File: src/rtl/output_vc_credit_tracker_pkg.sv
// rtl/output_vc_credit_tracker_pkg.sv - NoC sizing, flit labels and VC state encoding
package output_vc_credit_tracker_pkg;

    localparam int VC_Size = 2;
    localparam int VC_NUM  = 2**VC_Size;

    typedef enum logic [1:0] {HEAD = 2'd0, BODY = 2'd1, TAIL = 2'd2, HEADTAIL = 2'd3} flit_Label;

    typedef enum logic [1:0] {FREE = 2'd0, ACTIVE = 2'd1, DRAINING = 2'd2} vc_state_t;

    function automatic logic is_head(input flit_Label l);
        return (l == HEAD) || (l == HEADTAIL);
    endfunction

    function automatic logic is_tail(input flit_Label l);
        return (l == TAIL) || (l == HEADTAIL);
    endfunction

endpackage

File: src/rtl/output_vc_credit_tracker_rr_free_picker.sv
// rtl/output_vc_credit_tracker_rr_free_picker.sv - round-robin first-free search starting at ptr_i
module rr_free_picker #(
    parameter int W = 2
) (
    input  logic [2**W-1:0] free_i,
    input  logic [W-1:0]    ptr_i,
    output logic            valid_o,
    output logic [W-1:0]    idx_o
);

    localparam int N = 2**W;

    logic [W-1:0] cand;

    // W-bit candidate arithmetic gives the modulo-N wrap for free
    always_comb begin
        valid_o = 1'b0;
        idx_o   = '0;
        cand    = '0;
        for (int i = 0; i < N; i++) begin
            cand = ptr_i + W'(i);
            if (!valid_o && free_i[cand]) begin
                valid_o = 1'b1;
                idx_o   = cand;
            end
        end
    end

endmodule

File: src/rtl/output_vc_credit_tracker.sv
// rtl/output_vc_credit_tracker.sv - per-output-port downstream VC state, credits and grant logic
module output_vc_credit_tracker
    import output_vc_credit_tracker_pkg::*;
#(
    parameter int BUFFER_SIZE = 8
) (
    input  logic               clk,
    input  logic               rst,
    input  logic               alloc_req_i,
    output logic               alloc_gnt_o,
    output logic [VC_Size-1:0] alloc_vc_o,
    input  logic               flit_send_i,
    input  logic [VC_Size-1:0] flit_vc_i,
    input  flit_Label          flit_label_i,
    input  logic               credit_i,
    input  logic [VC_Size-1:0] credit_vc_i,
    input  logic               release_i,
    input  logic [VC_Size-1:0] release_vc_i,
    output logic [VC_NUM-1:0]  credit_avail_o,
    output logic [VC_NUM-1:0]  vc_free_o,
    output logic               err_o
);

    localparam int            CW   = $clog2(BUFFER_SIZE + 1);
    localparam logic [CW-1:0] CMAX = CW'(BUFFER_SIZE);

    vc_state_t          state_q [VC_NUM];
    vc_state_t          state_d [VC_NUM];
    logic [CW-1:0]      cred_q  [VC_NUM];
    logic [CW-1:0]      cred_d  [VC_NUM];
    logic [VC_NUM-1:0]  first_q, first_d;
    logic [VC_Size-1:0] rr_ptr_q, rr_ptr_d;
    logic               err_q, err_d;

    logic [VC_NUM-1:0]  free_vec;
    logic [VC_NUM-1:0]  send_hit, cred_hit, rel_hit, send_ok;
    logic               pick_valid;
    logic [VC_Size-1:0] pick_idx;

    rr_free_picker #(.W(VC_Size)) u_picker (
        .free_i  (free_vec),
        .ptr_i   (rr_ptr_q),
        .valid_o (pick_valid),
        .idx_o   (pick_idx)
    );

    assign alloc_gnt_o = alloc_req_i && pick_valid && !rst;
    assign alloc_vc_o  = pick_idx;
    assign vc_free_o   = free_vec;
    assign err_o       = err_q;

    // A send into an empty buffer is still legal when a credit lands in the same cycle
    always_comb begin
        for (int v = 0; v < VC_NUM; v++) begin
            send_hit[v]       = flit_send_i && (flit_vc_i == VC_Size'(v));
            cred_hit[v]       = credit_i && (credit_vc_i == VC_Size'(v));
            rel_hit[v]        = release_i && (release_vc_i == VC_Size'(v));
            free_vec[v]       = (state_q[v] == FREE);
            credit_avail_o[v] = (state_q[v] == ACTIVE) && (cred_q[v] != '0);
            send_ok[v]        = send_hit[v] && (state_q[v] == ACTIVE) &&
                                ((cred_q[v] != '0) || cred_hit[v]);
        end
    end

    always_comb begin
        rr_ptr_d = rr_ptr_q;
        err_d    = 1'b0;
        first_d  = first_q;
        for (int v = 0; v < VC_NUM; v++) begin
            state_d[v] = state_q[v];
            cred_d[v]  = cred_q[v];
        end

        for (int v = 0; v < VC_NUM; v++) begin
            if (send_hit[v]) begin
                if (!send_ok[v]) begin
                    err_d = 1'b1;
                end else begin
                    if (first_q[v] != is_head(flit_label_i))
                        err_d = 1'b1;
                    first_d[v] = 1'b0;
                    if (is_tail(flit_label_i))
                        state_d[v] = DRAINING;
                end
            end

            if (send_ok[v] && !cred_hit[v]) begin
                cred_d[v] = cred_q[v] - CW'(1);
            end else if (cred_hit[v] && !send_ok[v]) begin
                if (cred_q[v] == CMAX)
                    err_d = 1'b1;
                else
                    cred_d[v] = cred_q[v] + CW'(1);
            end

            // Release frees the VC even when credits went missing downstream
            if (rel_hit[v]) begin
                if (state_q[v] != DRAINING) begin
                    err_d = 1'b1;
                end else begin
                    state_d[v] = FREE;
                    cred_d[v]  = CMAX;
                    if (cred_q[v] != CMAX)
                        err_d = 1'b1;
                end
            end
        end

        if (alloc_gnt_o) begin
            state_d[pick_idx] = ACTIVE;
            first_d[pick_idx] = 1'b1;
            rr_ptr_d          = pick_idx + VC_Size'(1);
        end
    end

    always_ff @(posedge clk or posedge rst) begin
        if (rst) begin
            for (int v = 0; v < VC_NUM; v++) begin
                state_q[v] <= FREE;
                cred_q[v]  <= CMAX;
            end
            first_q  <= '0;
            rr_ptr_q <= '0;
            err_q    <= 1'b0;
        end else begin
            for (int v = 0; v < VC_NUM; v++) begin
                state_q[v] <= state_d[v];
                cred_q[v]  <= cred_d[v];
            end
            first_q  <= first_d;
            rr_ptr_q <= rr_ptr_d;
            err_q    <= err_d;
        end
    end

endmodule

File: config.mk
export PLATFORM = sky130hd
export DESIGN_NAME = output_vc_credit_tracker
export DESIGN_NICKNAME = d
export VERILOG_FILES = /design/src/rtl/output_vc_credit_tracker_pkg.sv /design/src/rtl/output_vc_credit_tracker_rr_free_picker.sv /design/src/rtl/output_vc_credit_tracker.sv
export SDC_FILE = /design/constraint.sdc
export NUM_CORES = 1
export LEC_CHECK = 0
export CAP_MARGIN = 20
export CORE_MARGIN = 2
export CORE_UTILIZATION = 40
export CTS_BUF_LIST = sky130_fd_sc_hd__clkbuf_8 sky130_fd_sc_hd__clkbuf_16
export CTS_CLUSTER_SIZE = 28
export DETAILED_ROUTE_END_ITERATION = 8
export MAX_ROUTING_LAYER = met4
export SLEW_MARGIN = 20
export SYNTH_ARGS = -nofsm -noshare
export SYNTH_HDL_FRONTEND = slang
export SYNTH_SLANG_ARGS = --single-unit
File: constraint.sdc
create_clock -name clk -period 2.3 [get_ports clk]
set_input_delay 0.345 -clock clk [delete_from_list [all_inputs] [get_ports clk]]
set_output_delay 0.345 -clock clk [all_outputs]
set_load 0.01 [all_outputs]
# Word level (Yosys, flattened, before mapping)

Index checks and enable logic that the tools add are counted.

Word-level logic and storage cells: 242
Bits of input ports: 14
Output and inout bits: 12
Flip-flop bits (word level): 31

Order comparisons: 8
Eq/ne operators: 31
Reduce and logical (&&, ||, !) cells: 69
Add/sub/neg operators: 12
Muxes and demuxes: 106
Bitwise logic cells: 5

Operators with widths:

| kind                | count |
|---|---|
| $mux 4              | 21 |
| $mux 1              | 53 |
| $mux 2              | 25 |
| $logic_and 1x1->1   | 39 |
| $add 4x1->4 const B | 4 |
| $eq 2x2->1 const B  | 8 |
| $eq 4x4->1 const B  | 4 |
| $logic_not 2->1     | 8 |
| $ne 4x4->1 const B  | 4 |
| $reduce_bool 4->1   | 4 |
| $sub 4x1->4 const B | 4 |
| $lt 2x3->1 const B  | 5 |
| $eq 2x1->1 const B  | 7 |
| $logic_not 1->1     | 12 |
| $bmux 1 s2          | 4 |
| $mux 8              | 1 |
| $ne 2x2->1 const B  | 4 |
| $or 4x4->4          | 2 |
| $logic_or 1x1->1    | 6 |
| $add 2x1->2 const B | 2 |
| $add 2x2->2 const B | 2 |
| $and 4x4->4         | 1 |
| $demux 2 s2         | 1 |
| $ne 1x1->1          | 4 |
| other kinds (6)     | 6 |

# Longest topological paths before layout

Gate-level depths: netlist of run 1.

Depth after elaboration: 39
Depth in mapped cells: 9
Gate-level depth less buffers: 8

# Hierarchy

A second synthesis of run 1 with hierarchy kept.

Cells, all modules: 284
Area total of the unflattened synthesis: 2513.7 um^2

By module, submodules not included:

| module                   | seq. area each (um^2) | cells each | times used | area an instance (um^2) |
|---|---|---|---|---|
| output_vc_credit_tracker | 780.7                 | 269        | 1          | 2436.1 |
| rr_free_picker           | 0.0                   | 15         | 1          | 77.6 |

# Least setup slack after synthesis of run 1

Ideal clock, no wire load.

Path kind: register -> register
From: register state_q[7] (netlist name)
To: register state_q[1] (netlist name)
Cell stages (with the launch flop): 8
Library setup time: 0.104 ns
Arrival: 1.870 ns
Buffers on the path: 0
Period minus slack after synthesis: 1.974 ns
Data required time: 2.196 ns
Setup slack: 0.326 ns
Path through: dfrtp_1 -> nor2_1 -> o21ai_0 -> o311a_1 -> o21ai_0 -> inv_1 -> ha_1 -> a221oi_1

RTL lines:

| element                           | line                            | RTL |
|---|---|---|
| from (decl)                       | output_vc_credit_tracker.sv:27  | `vc_state_t state_q [VC_NUM];` |
| from (signal, indexed assignment) | output_vc_credit_tracker.sv:127 | `state_q[v] <= state_d[v];` |

# Final worst setup path of run 1

From: register cred_q[0] (netlist name)
To: output credit_avail_o[3]

Cells in the longest elaborated chain, start to end: 2

Ends and longest elaborated chain:

| element                           | line                            | RTL |
|---|---|---|
| from (decl)                       | output_vc_credit_tracker.sv:29  | `logic [CW-1:0] cred_q [VC_NUM];` |
| from (signal, indexed assignment) | output_vc_credit_tracker.sv:128 | `cred_q[v] <= cred_d[v];` |
| $reduce_bool 4->1                 | output_vc_credit_tracker.sv:59  | `credit_avail_o[v] = (state_q[v] == ACTIVE) && (cred_q[v] != '0);` |
| $logic_and 1x1->1                 | output_vc_credit_tracker.sv:59  |  |
| to (decl)                         | output_vc_credit_tracker.sv:19  | `output logic [VC_NUM-1:0] credit_avail_o,` |

Every way passes these cells.

==> results of run 1 <==
==> repair_timing <==
action,CTS,global route
resized for setup,2,14
buffers inserted,2,1
gates cloned,0,0
setup endpoints to repair,3,6
==> cell usage in the layout, fill, tap and decap left out, types with 4 or more instances in the layout <==
master and count:
dfrtp_1 23, o21ai_0 9, clkbuf_8 7, nand2_1 39
a21oi_1 10, nor3b_1 8, buf_4 19, o22ai_1 4
nor2_1 34, a31oi_1 8, nand3b_1 6, a211oi_1 4
nor3_1 14, xor2_1 5, dfstp_2 4, dfrtp_2 4
ha_1 14, o21bai_1 4, inv_1 14, nand2b_1 4
nand3_1 13, xnor2_1 7, clkdlybuf4s50_1 22
==> power groups by stage <==
stage	Combinational, mW	Sequential [mW]	Clock [mW]
floorplan	1.31	1.06	0
global placement	1.93	1.14	0
detailed placement	1.93	1.15	0
CTS	2.00	1.13	0.510
global route	2.24	1.21	0.541
finish	2.02	1.16	0.495
==> critical path: stages, from the launching register on <==
cell	delay [ns]
dfrtp_1	0.39
inv_1	0.08
ha_1	0.27
nor3b_4	0.19
nor2_1	0.12
clkdlybuf4s50_1	0.55
==> area by class of cell <==
cell class	count	area, um^2	area share, %
clock buffer	7	96.3	3.18
clock inverter	1	7.51	0.248
inverter	14	52.6	1.73
multi-input combinational	240	1590	52.6
sequential	31	786	25.9
tap	75	93.8	3.10
timing repair buffer	44	400	13.2
==> registers in the layout, summed over array words and instances, names as in the netlist <==
signal / cells
cred_q: 16
state_q: 8
first_q: 4
rr_ptr_q: 2
err_o: 1
==> kinds of logic (layout without fill, tap and decap cells) <==
family	after synthesis	in the layout
mux	2	2
xor+xnor	12	12
flops	31	31
compound gates	66	66
simple gates	146	146
fa+ha+maj	14	14
buf+inv	21	66
==> metal layers <==
layer	GRT usage, %	up-vias
met5	-	-
met2	30.7	45
li1	-	1144
met1	27.9	1050
met4	5.50	0
met3	3.85	8
==> path summary, 6_finish.rpt <==
check                           startpoint                end  slack [ns]  cells after the start
max in group asynchronous              rst         cred_q[11]        1.38                      3
min in group asynchronous              rst          cred_q[6]        0.57                      3
worst max-delay path             cred_q[0]  credit_avail_o[3]        0.07                      5
worst min-delay path            first_q[0]         first_q[0]        0.49                      2
worst min register to register  first_q[0]         first_q[0]        0.49                      2
worst max register to register   cred_q[0]          cred_q[1]        0.18                      7
==> flow_metrics.py, run 1 <==
metrics = {
    "place": {
        "pre_cts_slack_ns": 0.0815,
        "hpwl_mm": 4.84,
        "io_buffers": 25,
        "place.gp.congestion": 0.854,
        "placed_area_mm2": 0.00286,
        "place_inst": 401,
    },
    "logic_synthesis": {
        "synthFlopType": "dfrtp_1",
        "synth_xor_area_share_pct": 4.33,
        "yosysUniqueCellTypes": 57,
        "async_flop_share_pct": 100,
        "synthTopCellsByArea": "dfrtp_1, ha_1, nand2_1",
        "syn_area_per_cell_um2": 8.30,
        "ys_seq_elements": 31,
        "yosysMostFrequentCell": "nand2_1",
        "synth-edff-count": 0,
        "synthSimpleGateAreaFrac_pct": 32.5,
        "synth.largest_area_cell": "dfrtp_1",
        "syn_nets": 320,
        "synth_mux_area_share_pct": 0.929,
        "ys_top_cells_by_count": "nand2_1, nor2_1, dfrtp_1",
        "synthCells": 292,
        "syn-cell-area_mm2": 0.00242,
        "synth_top_family_by_area": "simple AND/OR/NAND/NOR gates",
        "synth_top_area_share_pct": 27.9,
        "yosys_warnings": 0,
        "synth_compound_gate_area_share_pct": 19.3,
        "seq_area_frac_synth_pct": 32.2,
        "synth_fa_ha_area_share_pct": 7.22,
    },
    "timing": {
        "min_period_ns": 2.23,
        "setup_viol": 0,
        "fmax_ghz": 0.449,
        "hold_viol": 0,
        "maxSlewViolCount": 0,
        "whs_ns": 0.492,
        "clock-skew-final_ns": 0.00377,
        "tightestPinTransition_ns": 0.498,
        "period_share_pct": 96.7,
        "setup_slack_ns": 0.0748,
        "finalSetupTns_ns": 0,
        "relSlewSlack_pct": 66.5,
    },
    "clock_tree": {
        "clock-sinks": 31,
        "cts_max_level": 2,
        "cts_tree": "built",
        "cts_hold_buf": 0,
        "cts_inserted_buffers": 5,
        "clkTransAtPathRegs_ns": 0.07,
        "clock-root-buffer": "clkbuf_8",
        "clk_latency_ns": 0.29,
        "clockBufferDepth": 2,
    },
    "drt": {
        "remaining_drc_errors": 0,
        "first_pass_iters": 4,
        "wl_met3_um": 339,
        "vias_per_cell": 5.45,
        "drt_iter0_drc": 117,
        "top_layer": "met4",
        "via_count": 2247,
        "antenna_left": 0,
        "wl_met1_mm": 3.08,
        "route.met2.wl_mm": 2.78,
        "wl_per_cell_um": 15.2,
        "drt-total-wl_mm": 6.28,
    },
    "pwr": {
        "power_mw": 3.67,
        "pwr-share-comb_pct": 55.0,
        "p_leak_nw": 1.27,
        "power_switching_mw": 1.54,
        "clkPwrFrac_pct": 13.5,
        "ir_worst_vdd_v": 0.000801,
        "p_int_mw": 2.13,
        "p_per_area_mw_per_mm2": 1210,
        "seqPwrFrac_pct": 31.5,
        "swShare_pct": 42.0,
    },
    "global_routing": {
        "antenna_found_initial": 0,
        "grt_max_degree": 32,
        "grt-ovfl-total": 0,
        "track_usage_pct": 20.3,
        "grt_pass1_wl_mm": 10.2,
        "grt_pass1_vias": 2088,
    },
    "critical_path": {
        "worstPathRequired_ns": 1.96,
        "worstPathMaxFanout": 5,
        "worst_setup_path_start_kind": "register",
        "worst_setup_path_end_kind": "primary output",
        "critPathKind": "reg -> out",
        "arrival_ns": 1.88,
    },
    "die": {
        "start_util_pct": 41.2,
        "die-area_mm2": 0.00670,
        "fp.dieH_um": 81.9,
        "die_x_um": 81.9,
        "rows": 28,
        "core_mm2": 0.00589,
        "pin_count": 26,
    },
    "outcome": {
        "outcome": "complete, no violations",
    },
    "finish": {
        "final_cell_area_mm2": 0.00303,
        "nets": 364,
        "area_delta_synth_final_pct": 24.9,
        "n_fill_cell": 560,
        "final_core_util_pct": 51.5,
        "drive_gt1_share_pct": 17.5,
        "finalNonFillerCells": 412,
        "antennaDiodeCount": 0,
    },
    "worst_hold_path": {
        "min_path_type": "reg -> reg",
    },
    "job": {
        "maxCapViolCount": 0,
    },
}
Note: power is estimated with default switching activity, not from simulation.
==> inputs of run 2 (changes only) <==
--- a/config.mk
+++ b/config.mk
@@ -12,6 +12,7 @@
 export CTS_CLUSTER_SIZE = 28
 export DETAILED_ROUTE_END_ITERATION = 8
 export MAX_ROUTING_LAYER = met4
+export SETUP_SLACK_MARGIN = 0.4
 export SLEW_MARGIN = 20
 export SYNTH_ARGS = -nofsm -noshare
 export SYNTH_HDL_FRONTEND = slang
==> flow_metrics.py, run 2 (same netlist as run 1, synthesis figures left out) <==
metrics = {
    "finish": {
        "final_core_util_pct": 55.2,
        "reg_top3": "cred_q (16), state_q (8), first_q (4)",
        "largest_reg_flops": 16,
        "largest_register": "cred_q",
        "finalNonFillerCells": 423,
        "area_delta_synth_final_pct": 33.9,
        "layout.cells.most_common": "nand2_1",
        "drive_gt1_share_pct": 30.2,
        "antennaDiodeCount": 0,
        "layout_common_cells": "nand2_1, nor2_1, buf_4",
        "nets": 375,
    },
    "critical_path": {
        "cp.depth": 5,
        "critPathTopFamily": "flip-flops",
        "rrSetupSlack_ns": 0.45,
        "arrival_ns": 1.55,
        "worst_r2r_startpoint": "cred_q[0]",
        "r2r_end": "cred_q[1]",
        "crit_slowest_cell": "dfrtp_1",
        "worst_setup_path_start_kind": "register",
        "worst_setup_path_end_kind": "primary output",
        "critPathLaunch": "state_q[2]",
        "cpPeakStageDelay_ns": 0.46,
        "reg2reg_depth": 6,
        "critPathKind": "reg -> out",
        "cp-endpoint": "alloc_vc_o[0]",
        "cp_num_buf_inv": 2,
        "worstPathMaxFanout": 6,
        "worstPathRequired_ns": 1.96,
        "crit_path_cell_trace": "nor3_1 -> nor3_2 -> o21ai_2 -> inv_2 -> clkdlybuf4s15_2",
    },
    "die": {
        "die-area_mm2": 0.00670,
        "start_util_pct": 41.2,
        "fp.dieH_um": 81.9,
        "die_x_um": 81.9,
        "pin_count": 26,
        "core_mm2": 0.00589,
        "rows": 28,
    },
    "clock_tree": {
        "cts_tree": "built",
        "clk_latency_ns": 0.29,
        "clock-sinks": 31,
        "cts_inserted_buffers": 5,
        "cts_max_level": 2,
        "cts_hold_buf": 0,
        "clock-root-buffer": "clkbuf_8",
        "clockBufferDepth": 2,
        "clkTransAtPathRegs_ns": 0.07,
    },
    "job": {
        "maxCapViolCount": 0,
    },
    "timing": {
        "hold_viol": 0,
        "fmax_ghz": 0.527,
        "clock-skew-final_ns": 0.00829,
        "relSlewSlack_pct": 66.4,
        "setup_slack_ns": 0.403,
        "period_share_pct": 82.5,
        "maxSlewViolCount": 0,
        "tightestPinTransition_ns": 0.501,
        "whs_ns": 0.502,
        "min_period_ns": 1.90,
        "finalSetupTns_ns": 0,
        "setup_viol": 0,
        "rsz0062_at_grt": "true",
    },
    "global_routing": {
        "track_usage_pct": 21.1,
        "grt-ovfl-total": 0,
        "grt_pass1_wl_mm": 10.5,
        "antenna_found_initial": 0,
        "grt_max_degree": 32,
        "grt_pass1_vias": 2215,
    },
    "place": {
        "hpwl_mm": 4.75,
        "pre_cts_slack_ns": 0.0643,
        "io_buffers": 25,
        "place_inst": 398,
        "place.gp.congestion": 0.871,
    },
    "drt": {
        "remaining_drc_errors": 0,
        "antenna_left": 0,
        "drt_iter0_drc": 94,
        "drt-total-wl_mm": 6.54,
        "first_pass_iters": 4,
        "vias_per_cell": 5.61,
        "wl_per_cell_um": 15.5,
        "via_count": 2372,
    },
    "pwr": {
        "p_leak_nw": 1.38,
        "pwr-share-comb_pct": 58.9,
        "swShare_pct": 42.7,
        "clkPwrFrac_pct": 11.5,
        "p_per_area_mw_per_mm2": 1210,
        "seqPwrFrac_pct": 29.6,
        "power_switching_mw": 1.67,
        "ir_worst_vdd_v": 0.000781,
        "p_int_mw": 2.24,
    },
    "outcome": {
        "outcome": "complete, no violations",
    },
    "worst_hold_path": {
        "min_path_type": "reg -> reg",
    },
}
run 2: cell types whose count changed in the layout (fill, tap and decap cells not counted), sizes merged:
cell	before	now
buf	19	32
clkbuf	7	8
clkdlybuf4s15	0	1
clkdlybuf4s50	22	12
clkinv	0	1
dlygate4sd2	0	2
dlymetal6s2s	3	6
run 2: power groups by stage:
stage / registers [mW] / clock network [mW] / logic (mW)
after global placement: 1.15 / 0 / 1.84
after floorplan: 1.06 / 0 / 1.31
after detailed placement: 1.16 / 0 / 1.85
after CTS: 1.13 / 0.464 / 2.19
final: 1.16 / 0.449 / 2.31
after global routing: 1.20 / 0.484 / 2.56
run 2: layout make-up:
class                   instances  area, um^2
multi-input cells             240        1740
fillers                       555        2640
repair buffers                 55         477
clock buffers                   6        82.6
inverters                      14        56.3
well taps                      75        93.8
clock inverters                 2        8.76
flip-flops and latches         31         788
run 2: timing repair:
action / in CTS / in global routing
gates resized for setup: 46 / 32
endpoints found under the setup margin: 13 / 26
pin swaps: 7 / 6
buffers inserted: 14 / 3
hold endpoints to repair: 0 / 0
gates cloned: 0 / 0
run 2: per-layer routing:
layer	wire length [um]	track usage [%]
met2	3080	32.8
met1	3220	28.0
met5	0	-
met4	46	6.33
met3	195	3.63
run 2: worst min-delay path by stage:
stage                           from         end  slack, ns  cells after the start
after CTS                 first_q[2]  first_q[2]       0.51                      2
final                     first_q[3]  first_q[3]       0.50                      2
after detailed placement  first_q[2]  first_q[2]       0.49                      2
after global placement    first_q[2]  first_q[2]       0.48                      2
after global routing      first_q[3]  first_q[3]       0.54                      2
after floorplan                  rst   cred_q[0]       0.27                      1
run 2: stage by stage:
stage / area, um^2 / power [mW]
after floorplan: 2430 / 2.37
after global placement: 2840 / 2.99
after detailed placement: 2840 / 3.01
after CTS: 3130 / 3.79
after global routing: 3250 / 4.24
final: 3250 / 3.92
run 2: worst reg2reg max path, stage by stage (launching register included):
cell,delay [ns]
dfrtp_1,0.37
inv_2,0.07
ha_4,0.17
nor3b_4,0.16
or4_4,0.56
a211o_1,0.32
a21oi_2,0.13
==> inputs of run 3 (changes only) <==
==> constraint.sdc (replaced) <==
create_clock -name clk -period 1.6 [get_ports clk]
set_input_delay 0.24 -clock clk [delete_from_list [all_inputs] [get_ports clk]]
set_output_delay 0.24 -clock clk [all_outputs]
set_load 0.01 [all_outputs]
==> flow_metrics.py, run 3 (same netlist as run 1, synthesis figures left out) <==
metrics = {
    "clock_tree": {
        "cts_inserted_buffers": 5,
        "clock-root-buffer": "clkbuf_8",
        "cts_hold_buf": 0,
        "cts_max_level": 2,
        "clock-sinks": 31,
        "clkTransAtPathRegs_ns": 0.07,
        "clk_latency_ns": 0.29,
        "cts_tree": "built",
        "clockBufferDepth": 2,
    },
    "critical_path": {
        "worstPathRequired_ns": 1.77,
        "worst_setup_path_start_kind": "register",
        "worstPathMaxFanout": 3,
        "crit_slowest_cell": "dfrtp_1",
        "arrival_ns": 1.98,
        "worst_setup_path_end_kind": "register",
        "critPathKind": "reg -> reg",
        "crit_path_cell_trace": "buf_4 -> o21ai_2 -> o311a_1 -> o21ai_2 -> buf_6 -> ha_4 -> mux2_4",
        "path_common_cell": "o21ai_2",
        "cpPeakStageDelay_ns": 0.43,
        "rrSetupSlack_ns": -0.20,
    },
    "finish": {
        "drive_gt1_share_pct": 60.6,
        "final_core_util_pct": 78.1,
        "largest_reg_flops": 16,
        "finalNonFillerCells": 524,
        "layout.cells.most_common": "buf_4",
        "layout_common_cells": "buf_4, buf_6, nand2_1",
        "nets": 476,
        "reg_top3": "cred_q (16), state_q (8), first_q (4)",
        "largest_register": "cred_q",
        "area_delta_synth_final_pct": 89.5,
        "antennaDiodeCount": 0,
    },
    "timing": {
        "maxSlewViolCount": 0,
        "period_share_pct": 113,
        "clock-skew-final_ns": 0.00496,
        "hold_viol": 0,
        "min_period_ns": 1.80,
        "setup_slack_ns": -0.203,
        "tightestPinTransition_ns": 0.430,
        "relSlewSlack_pct": 71.4,
        "rsz0062_at_grt": "true",
        "fmax_ghz": 0.555,
        "setup_viol": 33,
    },
    "pwr": {
        "p_leak_nw": 2.00,
        "p_per_area_mw_per_mm2": 1830,
        "ir_worst_vdd_v": 0.00146,
    },
    "drt": {
        "via_count": 2836,
        "antenna_left": 0,
        "vias_per_cell": 5.41,
        "drt_iter0_drc": 155,
        "first_pass_iters": 4,
        "remaining_drc_errors": 0,
        "drt-total-wl_mm": 8.79,
        "wl_per_cell_um": 16.8,
    },
    "global_routing": {
        "use_met3_pct": 4.29,
        "grt-busiest-layer": "met2",
        "grt_pass1_wl_mm": 13.4,
        "track_usage_pct": 27.3,
        "grt_pass1_vias": 2719,
        "use_met1_pct": 33.8,
        "grtUsageMet2_pct": 46.1,
        "antenna_found_initial": 0,
        "grt-ovfl-total": 0,
        "grt_max_degree": 32,
    },
    "job": {
        "maxCapViolCount": 0,
    },
    "place": {
        "place.gp.congestion": 0.857,
        "hpwl_mm": 5.67,
        "io_buffers": 25,
        "place_inst": 476,
    },
    "outcome": {
        "violations": "negative setup slack",
        "outcome": "complete, but fails checks",
    },
    "die": {
        "die-area_mm2": 0.00670,
        "start_util_pct": 41.2,
        "fp.dieH_um": 81.9,
        "pin_count": 26,
        "core_mm2": 0.00589,
        "rows": 28,
        "die_x_um": 81.9,
    },
    "worst_hold_path": {
        "min_path_type": "in -> async",
    },
}
[run 3: cell count changes in the layout (fill, tap and decap cells not counted), sizes merged]
cell,previous run,this run
inv,14,16
clkdlybuf4s50,12,7
dlygate4sd2,2,5
buf,32,142
dlymetal6s2s,6,1
clkbuf,8,5
clkinv,1,0
[run 3: timing repair]
| item | 4_1_cts | 5_1_grt |
|---|---|---|
| pin swaps | 50 | 23 |
| hold endpoints to repair | 0 | 0 |
| setup endpoints to repair | 43 | 42 |
| gates resized for setup | 140 | 33 |
| setup buffers | 33 | 7 |
[run 3: where the power goes]
part	internal, mW	switching, mW	leakage (nW)	total, mW
clock network	0.290	0.309	0.0519	0.599
registers	1.21	0.404	0.350	1.61
logic	3.43	2.76	1.60	6.19
total	4.92	3.47	2.00	8.39
[run 3: cell type report]
| type | count | area (um^2) |
|---|---|---|
| clock inverter | 3 | 11.3 |
| inverter | 14 | 56.3 |
| clock buffer | 5 | 68.8 |
| sequential | 31 | 787 |
| fill | 404 | 1290 |
| multi-input combinational | 240 | 2230 |
| tap | 75 | 93.8 |
| timing repair buffer | 156 | 1350 |
[run 3: critical path, delay by kind of cell, from the launching register on]
kind,cells,cell delay [ns]
buffers and inverters,2,0.32
adders and majority gates,1,0.22
muxes,1,0.25
AOI/OAI and AO/OA,3,0.46
DFF,1,0.43
[run 3: path summary, 6_finish.rpt]
| kind | depth (start not counted) | startpoint | end |
|---|---|---|---|
| worst min-delay path | 3 | rst | rr_ptr_q[0] |
| max in group asynchronous | 3 | rst | cred_q[3] |
| worst max-delay path | 7 | state_q[1] | rr_ptr_q[1] |
| worst min register to register | 2 | first_q[2] | first_q[2] |
| min in group clk | 2 | first_q[2] | first_q[2] |
| worst max register to register | 7 | state_q[1] | rr_ptr_q[1] |
[run 3: stage by stage]
stage / hold WS, ns / instance area (um^2) / total power, mW / setup WS (ns) / setup TNS (ns)
detailed placement: 0.482 / 3730 / 6.00 / -0.461 / -9.97
floorplan: 0.165 / 2770 / 4.14 / -0.122 / -0.410
global placement: 0.480 / 3730 / 5.95 / -0.429 / -9.48
global route: 0.521 / 4590 / 8.89 / -0.266 / -5.24
CTS: 0.472 / 4380 / 7.79 / -0.184 / -1.92
finish: 0.486 / 4590 / 8.39 / -0.203 / -3.16
[run 3: routing by layer]
metal,up-vias,wire [um]
met5,-,0
met4,0,201
met3,17,269
met2,53,4450
met1,1397,3870
li1,1369,-
